<file path="config.mk">
export PLATFORM = sky130hd
export DESIGN_NAME = m_unit_seq_flat
export DESIGN_NICKNAME = d
export VERILOG_FILES = /design/src/rtl/m_unit_seq_if.sv /design/src/rtl/m_unit_seq.sv /design/src/flat_wrapper.sv
export SDC_FILE = /design/constraint.sdc
export NUM_CORES = 2
export LEC_CHECK = 0
export CAP_MARGIN = 10
export CORE_AREA = 5 5 382 384
export DETAILED_ROUTE_END_ITERATION = 12
export DIE_AREA = 0 0 387 389
export PLACE_DENSITY_LB_ADDON = 0.05
export SLEW_MARGIN = 40
export SYNTH_ARGS = -nofsm -noshare
export SYNTH_HDL_FRONTEND = slang
export SYNTH_SLANG_ARGS = --single-unit
</file>
<file path="constraint.sdc">
create_clock -name clk -period 11.9 [get_ports clk]
set_input_delay 2.38 -clock clk [delete_from_list [all_inputs] [get_ports clk]]
set_output_delay 2.38 -clock clk [all_outputs]
set_load 0.01 [all_outputs]
</file>
<file path="src/rtl/m_unit_seq_if.sv">
`default_nettype none
// ============================================================================
// Module      : m_unit_seq_if
// Description : Co-processor handshake bundle between the core (master) and
//               the sequential multiply/divide unit (slave).
// Revision    : 1.0 - initial release
// ============================================================================
interface m_unit_seq_if #(
  parameter int XLEN = 32
);
  logic            pcpi_valid;
  logic [31:0]     pcpi_insn;
  logic [XLEN-1:0] pcpi_rs1;
  logic [XLEN-1:0] pcpi_rs2;
  logic            pcpi_wr;
  logic [XLEN-1:0] pcpi_rd;
  logic            pcpi_busy;
  logic            pcpi_ready;

  modport master (
    output pcpi_valid, pcpi_insn, pcpi_rs1, pcpi_rs2,
    input  pcpi_wr, pcpi_rd, pcpi_busy, pcpi_ready
  );

  modport slave (
    input  pcpi_valid, pcpi_insn, pcpi_rs1, pcpi_rs2,
    output pcpi_wr, pcpi_rd, pcpi_busy, pcpi_ready
  );
endinterface
`default_nettype wire

</file>
<file path="src/rtl/m_unit_seq.sv">
`default_nettype none
// ============================================================================
// Module      : m_unit_seq
// Description : Sequential RV M-extension unit. Pipelined multiplier with
//               MUL_LAT stages and a restoring divider that retires DIV_STEP
//               quotient bits per cycle, followed by a one-cycle sign fix-up.
// Revision    : 1.0 - initial release
// ============================================================================
module m_unit_seq #(
  parameter int XLEN     = 32,
  parameter int DIV_STEP = 1,
  parameter int MUL_LAT  = 1
) (
  input  logic        clk,
  input  logic        reset,
  m_unit_seq_if.slave bus
);

  localparam int              C_N_ITER   = XLEN / DIV_STEP;
  localparam int              C_CW       = $clog2(C_N_ITER) + 1;
  localparam logic [C_CW-1:0] C_LAST_DIV = C_CW'(C_N_ITER - 1);
  localparam logic [C_CW-1:0] C_LAST_MUL = C_CW'(MUL_LAT - 1);
  localparam logic [XLEN-1:0] C_MIN_INT  = {1'b1, {(XLEN-1){1'b0}}};

  localparam logic [2:0] S_IDLE = 3'd0;
  localparam logic [2:0] S_MUL  = 3'd1;
  localparam logic [2:0] S_DIV  = 3'd2;
  localparam logic [2:0] S_FIX  = 3'd3;
  localparam logic [2:0] S_DONE = 3'd4;

  logic [2:0]      state_q, state_d;
  logic            armed_q, armed_d;
  logic [C_CW-1:0] cnt_q, cnt_d;
  logic [2:0]      funct3_q, funct3_d;
  logic [XLEN-1:0] op_a_q, op_a_d;      // multiplicand, or dividend/quotient shift register
  logic [XLEN-1:0] op_b_q, op_b_d;      // multiplier, or divisor magnitude
  logic [XLEN-1:0] rem_q, rem_d;        // partial remainder
  logic            quo_neg_q, quo_neg_d;
  logic            rem_neg_q, rem_neg_d;
  logic [XLEN-1:0] result_q, result_d;

  // ---------------------------------------------------------------------------
  // Instruction decode and operand conditioning in the accept cycle
  // ---------------------------------------------------------------------------
  logic            insn_match, accept;
  logic [2:0]      in_funct3;
  logic            in_is_div, in_is_rem, in_signed_div;
  logic            in_a_neg, in_b_neg, in_div_zero, in_overflow;
  logic [XLEN-1:0] in_a_mag, in_b_mag;
  logic            unused_insn_bits;

  assign in_funct3     = bus.pcpi_insn[14:12];
  assign insn_match    = (bus.pcpi_insn[6:0] == 7'b0110011) && (bus.pcpi_insn[31:25] == 7'b0000001);
  // Reset wins over a same-cycle accept.
  assign accept        = (state_q == S_IDLE) && bus.pcpi_valid && armed_q && insn_match && !reset;
  assign in_is_div     = in_funct3[2];
  assign in_is_rem     = in_funct3[1];
  assign in_signed_div = in_is_div && !in_funct3[0];
  assign in_a_neg      = in_signed_div && bus.pcpi_rs1[XLEN-1];
  assign in_b_neg      = in_signed_div && bus.pcpi_rs2[XLEN-1];
  assign in_a_mag      = in_a_neg ? -bus.pcpi_rs1 : bus.pcpi_rs1;
  assign in_b_mag      = in_b_neg ? -bus.pcpi_rs2 : bus.pcpi_rs2;
  assign in_div_zero   = (bus.pcpi_rs2 == '0);
  assign in_overflow   = in_signed_div && (bus.pcpi_rs1 == C_MIN_INT) && (bus.pcpi_rs2 == '1);
  assign unused_insn_bits = ^{bus.pcpi_insn[24:15], bus.pcpi_insn[11:7]};

  // ---------------------------------------------------------------------------
  // Multiplier: operands widened with per-funct3 sign so one signed multiply
  // covers MUL/MULH/MULHSU/MULHU.
  // ---------------------------------------------------------------------------
  logic                   a_signed_mul, b_signed_mul;
  logic signed [2*XLEN+1:0] mul_a_ext, mul_b_ext, mul_full;
  logic [2*XLEN-1:0]      mul_prod, mul_out;
  logic                   unused_mul_bits;

  assign a_signed_mul    = (funct3_q != 3'b011);
  assign b_signed_mul    = !funct3_q[1];
  assign mul_a_ext       = {{(XLEN+2){a_signed_mul & op_a_q[XLEN-1]}}, op_a_q};
  assign mul_b_ext       = {{(XLEN+2){b_signed_mul & op_b_q[XLEN-1]}}, op_b_q};
  assign mul_full        = mul_a_ext * mul_b_ext;
  assign mul_prod        = mul_full[2*XLEN-1:0];
  assign unused_mul_bits = ^mul_full[2*XLEN+1:2*XLEN];

  generate
    if (MUL_LAT == 1) begin : g_mul_direct
      assign mul_out = mul_prod;
    end else begin : g_mul_pipe
      logic [2*XLEN-1:0] pipe_q [MUL_LAT-1];
      logic [2*XLEN-1:0] pipe_d [MUL_LAT-1];

      // Shift the product through the extra multiplier stages
      always_comb begin
        pipe_d[0] = mul_prod;
        for (int i = 1; i < MUL_LAT - 1; i++) begin
          pipe_d[i] = pipe_q[i-1];
        end
      end

      // Multiplier pipeline registers
      always_ff @(posedge clk) begin
        if (reset) begin
          for (int i = 0; i < MUL_LAT - 1; i++) begin
            pipe_q[i] <= '0;
          end
        end else begin
          for (int i = 0; i < MUL_LAT - 1; i++) begin
            pipe_q[i] <= pipe_d[i];
          end
        end
      end

      assign mul_out = pipe_q[MUL_LAT-2];
    end
  endgenerate

  // ---------------------------------------------------------------------------
  // Restoring divide: DIV_STEP shift/compare/subtract steps per cycle
  // ---------------------------------------------------------------------------
  logic [XLEN:0]   div_r;
  logic [XLEN-1:0] div_q;

  // Unrolled restoring-division steps on the magnitudes
  always_comb begin
    div_r = {1'b0, rem_q};
    div_q = op_a_q;
    for (int j = 0; j < DIV_STEP; j++) begin
      div_r = {div_r[XLEN-1:0], div_q[XLEN-1]};
      div_q = {div_q[XLEN-2:0], 1'b0};
      if (div_r >= {1'b0, op_b_q}) begin
        div_r    = div_r - {1'b0, op_b_q};
        div_q[0] = 1'b1;
      end
    end
  end

  // ---------------------------------------------------------------------------
  // FSM
  // ---------------------------------------------------------------------------
  // State register
  always_ff @(posedge clk) begin
    if (reset) begin
      state_q <= S_IDLE;
    end else begin
      state_q <= state_d;
    end
  end

  // Next-state logic; dropping pcpi_valid mid-operation abandons it
  always_comb begin
    state_d = state_q;
    case (state_q)
      S_IDLE: begin
        if (accept) begin
          if (in_is_div && (in_div_zero || in_overflow)) state_d = S_DONE;
          else if (in_is_div)                            state_d = S_DIV;
          else                                           state_d = S_MUL;
        end
      end
      S_MUL: begin
        if (!bus.pcpi_valid)          state_d = S_IDLE;
        else if (cnt_q == C_LAST_MUL) state_d = S_DONE;
      end
      S_DIV: begin
        if (!bus.pcpi_valid)          state_d = S_IDLE;
        else if (cnt_q == C_LAST_DIV) state_d = S_FIX;
      end
      S_FIX: begin
        if (!bus.pcpi_valid) state_d = S_IDLE;
        else                 state_d = S_DONE;
      end
      S_DONE:  state_d = S_IDLE;
      default: state_d = S_IDLE;
    endcase
  end

  // Output logic; rd is only driven during the completion cycle
  always_comb begin
    bus.pcpi_ready = (state_q == S_DONE);
    bus.pcpi_wr    = (state_q == S_DONE);
    bus.pcpi_rd    = (state_q == S_DONE) ? result_q : '0;
    bus.pcpi_busy  = (state_q == S_MUL) || (state_q == S_DIV) || (state_q == S_FIX) || accept;
  end

  // ---------------------------------------------------------------------------
  // Datapath
  // ---------------------------------------------------------------------------
  // Datapath next-state: latch at accept, iterate, fix signs, hold result
  always_comb begin
    cnt_d     = cnt_q;
    funct3_d  = funct3_q;
    op_a_d    = op_a_q;
    op_b_d    = op_b_q;
    rem_d     = rem_q;
    quo_neg_d = quo_neg_q;
    rem_neg_d = rem_neg_q;
    result_d  = result_q;
    case (state_q)
      S_IDLE: begin
        if (accept) begin
          cnt_d     = '0;
          funct3_d  = in_funct3;
          op_a_d    = in_is_div ? in_a_mag : bus.pcpi_rs1;
          op_b_d    = in_is_div ? in_b_mag : bus.pcpi_rs2;
          rem_d     = '0;
          quo_neg_d = in_a_neg ^ in_b_neg;
          rem_neg_d = in_a_neg;
          if (in_is_div && in_div_zero) begin
            result_d = in_is_rem ? bus.pcpi_rs1 : '1;
          end else if (in_is_div && in_overflow) begin
            result_d = in_is_rem ? '0 : bus.pcpi_rs1;
          end
        end
      end
      S_MUL: begin
        cnt_d = cnt_q + 1'b1;
        if (cnt_q == C_LAST_MUL) begin
          result_d = (funct3_q == 3'b000) ? mul_out[XLEN-1:0] : mul_out[2*XLEN-1:XLEN];
        end
      end
      S_DIV: begin
        cnt_d  = cnt_q + 1'b1;
        op_a_d = div_q;
        rem_d  = div_r[XLEN-1:0];
      end
      S_FIX: begin
        if (funct3_q[1]) result_d = rem_neg_q ? -rem_q  : rem_q;
        else             result_d = quo_neg_q ? -op_a_q : op_a_q;
      end
      default: ;
    endcase
  end

  // Re-arm whenever valid drops; disarm on completion so a held request is
  // not accepted a second time.
  always_comb begin
    armed_d = armed_q;
    if (!bus.pcpi_valid)                             armed_d = 1'b1;
    else if (state_d == S_DONE && state_q != S_DONE) armed_d = 1'b0;
  end

  // Datapath and arming registers
  always_ff @(posedge clk) begin
    if (reset) begin
      armed_q   <= 1'b1;
      cnt_q     <= '0;
      funct3_q  <= '0;
      op_a_q    <= '0;
      op_b_q    <= '0;
      rem_q     <= '0;
      quo_neg_q <= 1'b0;
      rem_neg_q <= 1'b0;
      result_q  <= '0;
    end else begin
      armed_q   <= armed_d;
      cnt_q     <= cnt_d;
      funct3_q  <= funct3_d;
      op_a_q    <= op_a_d;
      op_b_q    <= op_b_d;
      rem_q     <= rem_d;
      quo_neg_q <= quo_neg_d;
      rem_neg_q <= rem_neg_d;
      result_q  <= result_d;
    end
  end

endmodule
`default_nettype wire

</file>
<file path="src/flat_wrapper.sv">
// flat-port wrapper written by rule: the top's interface ports become plain ports
module m_unit_seq_flat 
#(
  parameter int XLEN     = 32,
  parameter int DIV_STEP = 1,
  parameter int MUL_LAT  = 1
)
  (clk, reset, bus_pcpi_valid, bus_pcpi_insn, bus_pcpi_rs1, bus_pcpi_rs2, bus_pcpi_wr, bus_pcpi_rd, bus_pcpi_busy, bus_pcpi_ready);
  m_unit_seq_if #(.XLEN(XLEN)) bus_i ();
  input  logic clk;
  input  logic reset;
  input wire logic [$bits(bus_i.pcpi_valid)-1:0] bus_pcpi_valid;
  input wire logic [$bits(bus_i.pcpi_insn)-1:0] bus_pcpi_insn;
  input wire logic [$bits(bus_i.pcpi_rs1)-1:0] bus_pcpi_rs1;
  input wire logic [$bits(bus_i.pcpi_rs2)-1:0] bus_pcpi_rs2;
  output wire logic [$bits(bus_i.pcpi_wr)-1:0] bus_pcpi_wr;
  output wire logic [$bits(bus_i.pcpi_rd)-1:0] bus_pcpi_rd;
  output wire logic [$bits(bus_i.pcpi_busy)-1:0] bus_pcpi_busy;
  output wire logic [$bits(bus_i.pcpi_ready)-1:0] bus_pcpi_ready;
  assign bus_i.pcpi_valid = bus_pcpi_valid;
  assign bus_i.pcpi_insn = bus_pcpi_insn;
  assign bus_i.pcpi_rs1 = bus_pcpi_rs1;
  assign bus_i.pcpi_rs2 = bus_pcpi_rs2;
  assign bus_pcpi_wr = bus_i.pcpi_wr;
  assign bus_pcpi_rd = bus_i.pcpi_rd;
  assign bus_pcpi_busy = bus_i.pcpi_busy;
  assign bus_pcpi_ready = bus_i.pcpi_ready;
  m_unit_seq #(.XLEN(XLEN), .DIV_STEP(DIV_STEP), .MUL_LAT(MUL_LAT)) u_core (.clk(clk), .reset(reset), .bus(bus_i));
endmodule
</file>
==> out/metrics.cfg <==
[worst_setup_path]
arrival_ns = 10.76
ff2ff_setup_slack_ns = 1.48
start_kind = flop
crit_path_end_kind = flop
critPathKind = flop to flop
required_ns = 12.24
crit_fanout = 13

[timing]
max_freq_ghz = 0.0960
period_needed_ns = 10.42
slew_headroom_pct = 36.4
tns_ns = 0
finClkSkew_ns = 0.0171
rsz0062_at_grt = false
maxSlewViolCount = 0
layout_setup_ws_ns = 1.48
tightest_slew_ns = 0.947
hold_viol_final = 0
finalCritPeriodShare_pct = 87.5
setup_violations = 0

[placed_design]
place_area_um2 = 52500
dp_hpwl_um = 154000
place_inst = 7557
io_buffers = 118
place_ws_ns = 1.49
gp_congestion = 0.928

[global_route]
grt_pass1_wl_um = 283000
grt_pass1_vias = 41600
grt_max_degree = 79
antenna_found_initial = 22
overflow = 0
grt_use_total_pct = 25.3

[synth]
postSynth.topFlopCell = dfxtp_1
yosysUniqueCellTypes = 78
synth-seq-area-share_pct = 5.81
synth_area_leaders = fa_1 46%, inv_1 8.8%, nand2_1 7.1%
ys_seq_elements = 143
netlist.area_leader.share_pct = 45.8
syn_area_um2 = 49300
postSynthAreaPerCell_um2 = 8.53
synth_fp_nets = 7252
synth_top_area_cell = fa_1
synthCells = 5775
synthArstFlopShare_pct = 0
synth_edf_count = 0
ys_warn_count = 0

[clock_network]
root_buffer = clkbuf_16
clockBufferDepth = 2
clkTransAtPathRegs_ns = 0.07
ctsResizeCount = 0
numCtsBuffers = 17
clk_latency_ns = 0.47
clkSinkCount = 143
hold_buffers = 0
cts_tree = done
post-cts-setup-buffers = 0
htreeDepth = 4

[detailed_routing]
firstDrtPassIters = 5
drc_errors = 0
ant_nets = 0
drt-wirelength-per-cell_um = 24.8
num_vias = 39300
wirelength_um = 188000
first_iter_violations = 2913
viasPerCell = 5.18

[cells_and_area]
finalInstanceArea_um2 = 53100
fin_cells = 7594
area_growth_pct = 7.82
layout-drive-gt1-share_pct = 4.40
nets = 7150
layout_common_cells = 1159 x inv_1, 1126 x fa_1, 928 x nand2_1, 325 x and2_1, 262 x nor2_1
layout_commonest_cell = inv_1

[die]
dieArea_um2 = 151000
core_um2 = 142000
pin_count = 134
start_util_pct = 34.6
fp.dieW_um = 387
die-height_um = 389
num_rows = 139

[power]
p_total_uw = 1140
vdd_drop_max_mv = 0.105
p_leak_uw = 0.0251
power_density_nw_per_um2 = 21.5

[run]
cap_violations = 0

[worst_hold_path]
min_path_type = flop to flop

[status]
status = completed

[cell usage after synthesis (9+ instances only)]
cell type and n:
inv_1 1161, fa_1 1126, nand2_1 928, and2_1 325, clkbuf_1 298, nor2_1 267, ha_1 252, a21oi_1 174
o21ai_0 154, dfxtp_1 143, xnor2_1 128, xor2_1 91, a211oi_1 62, nor3_1 49, buf_1 48, and3_1 44
a21o_1 43, nand3_1 40, a22oi_1 31, o31ai_1 29, nand4_1 28, mux2i_1 27, nand2b_1 27, or3_1 24
maj3_1 17, nor4_1 16, o211ai_1 16, o221ai_1 14, o41ai_1 14, or2_2 14, a31oi_1 13, a221oi_1 12
a311oi_1 12, nor2b_1 12, o21a_1 12, or4_1 12, buf_2 11, o21bai_1 9
[registers in the layout, summed over array words and instances (netlist names)]
register and count:
u_core.op_b_q 32, u_core.armed_q 1, u_core.op_a_q 32, u_core.cnt_q 6
u_core.funct3_q 3, u_core.result_q 32, u_core.state_q 3, u_core.rem_q 32
u_core.quo_neg_q 1, u_core.rem_neg_q 1
[final timing paths]
kind / from / end / depth (start not counted)
max reg2reg: u_core.funct3_q[0] / u_core.result_q[29] / 27
min reg2reg: u_core.result_q[13] / u_core.result_q[13] / 2
min: u_core.result_q[13] / u_core.result_q[13] / 2
max: u_core.funct3_q[0] / u_core.result_q[29] / 27
[stage by stage]
step	utilization (%)	hold WS, ns
after CTS	37.3	0.491
final	37.3	0.491
after global routing	37.3	0.517
after detailed placement	36.9	0.482
after global placement	36.8	0.479
after floorplan	-	0.429
[critical path: stages, from the launching register on]
cell	delay [ns]
dfxtp_1	0.41
nor2b_1	0.64
a21oi_2	0.30
nand2_1	0.19
inv_1	0.10
fa_1	0.72
fa_1	0.48
fa_1	0.93
inv_1	0.21
fa_1	0.68
inv_1	0.62
fa_1	0.56
fa_1	0.51
fa_1	0.49
inv_1	0.05
fa_1	0.47
inv_1	0.04
ha_1	0.43
and4_1	0.31
nand4_1	0.12
or2_2	0.34
a221oi_1	0.22
o31a_1	0.31
a311oi_2	0.15
o311ai_1	0.35
xor2_1	0.17
a211oi_1	0.38
nor3_1	0.08
[layout make-up]
type / instances / area, um^2
clock buffers: 18 / 439
well taps: 1903 / 2380
diodes: 5 / 12.5
repair buffers: 237 / 2090
flip-flops and latches: 143 / 2930
clock inverters: 14 / 124
fillers: 14900 / 89300
multi-input cells: 4112 / 40800
inverters: 1162 / 4360
[power breakdown]
part	switching (uW)	internal [uW]	total (uW)
sequential	0.0279	477	477
combinational	68.9	45.2	114
clock	271	280	551
[cell families after synthesis]
group | Yosys count | share of synthesized area [%]
flip-flops | 143 | 5.81
AND/OR/NAND/NOR | 1811 | 16.9
buffers and inverters | 1520 | 11.6
XOR/XNOR | 219 | 3.89
multiplexers | 27 | 0.549
AO/OA/AOI/OAI | 660 | 8.74
adder cells (fa/ha/maj) | 1395 | 52.5
[routing by layer]
metal | up-vias | GRT usage [%] | share of wire [%] | wire length (um)
met5 | - | 0 | 0.0090 | 17
met4 | 2 | 5.26 | 2.3 | 4350
met3 | 144 | 2.17 | 4.3 | 8010
met2 | 957 | 43.0 | 49 | 91800
met1 | 20900 | 35.4 | 45 | 84200
li1 | 17300 | - | - | -
Power figures use the tool's default switching activity.
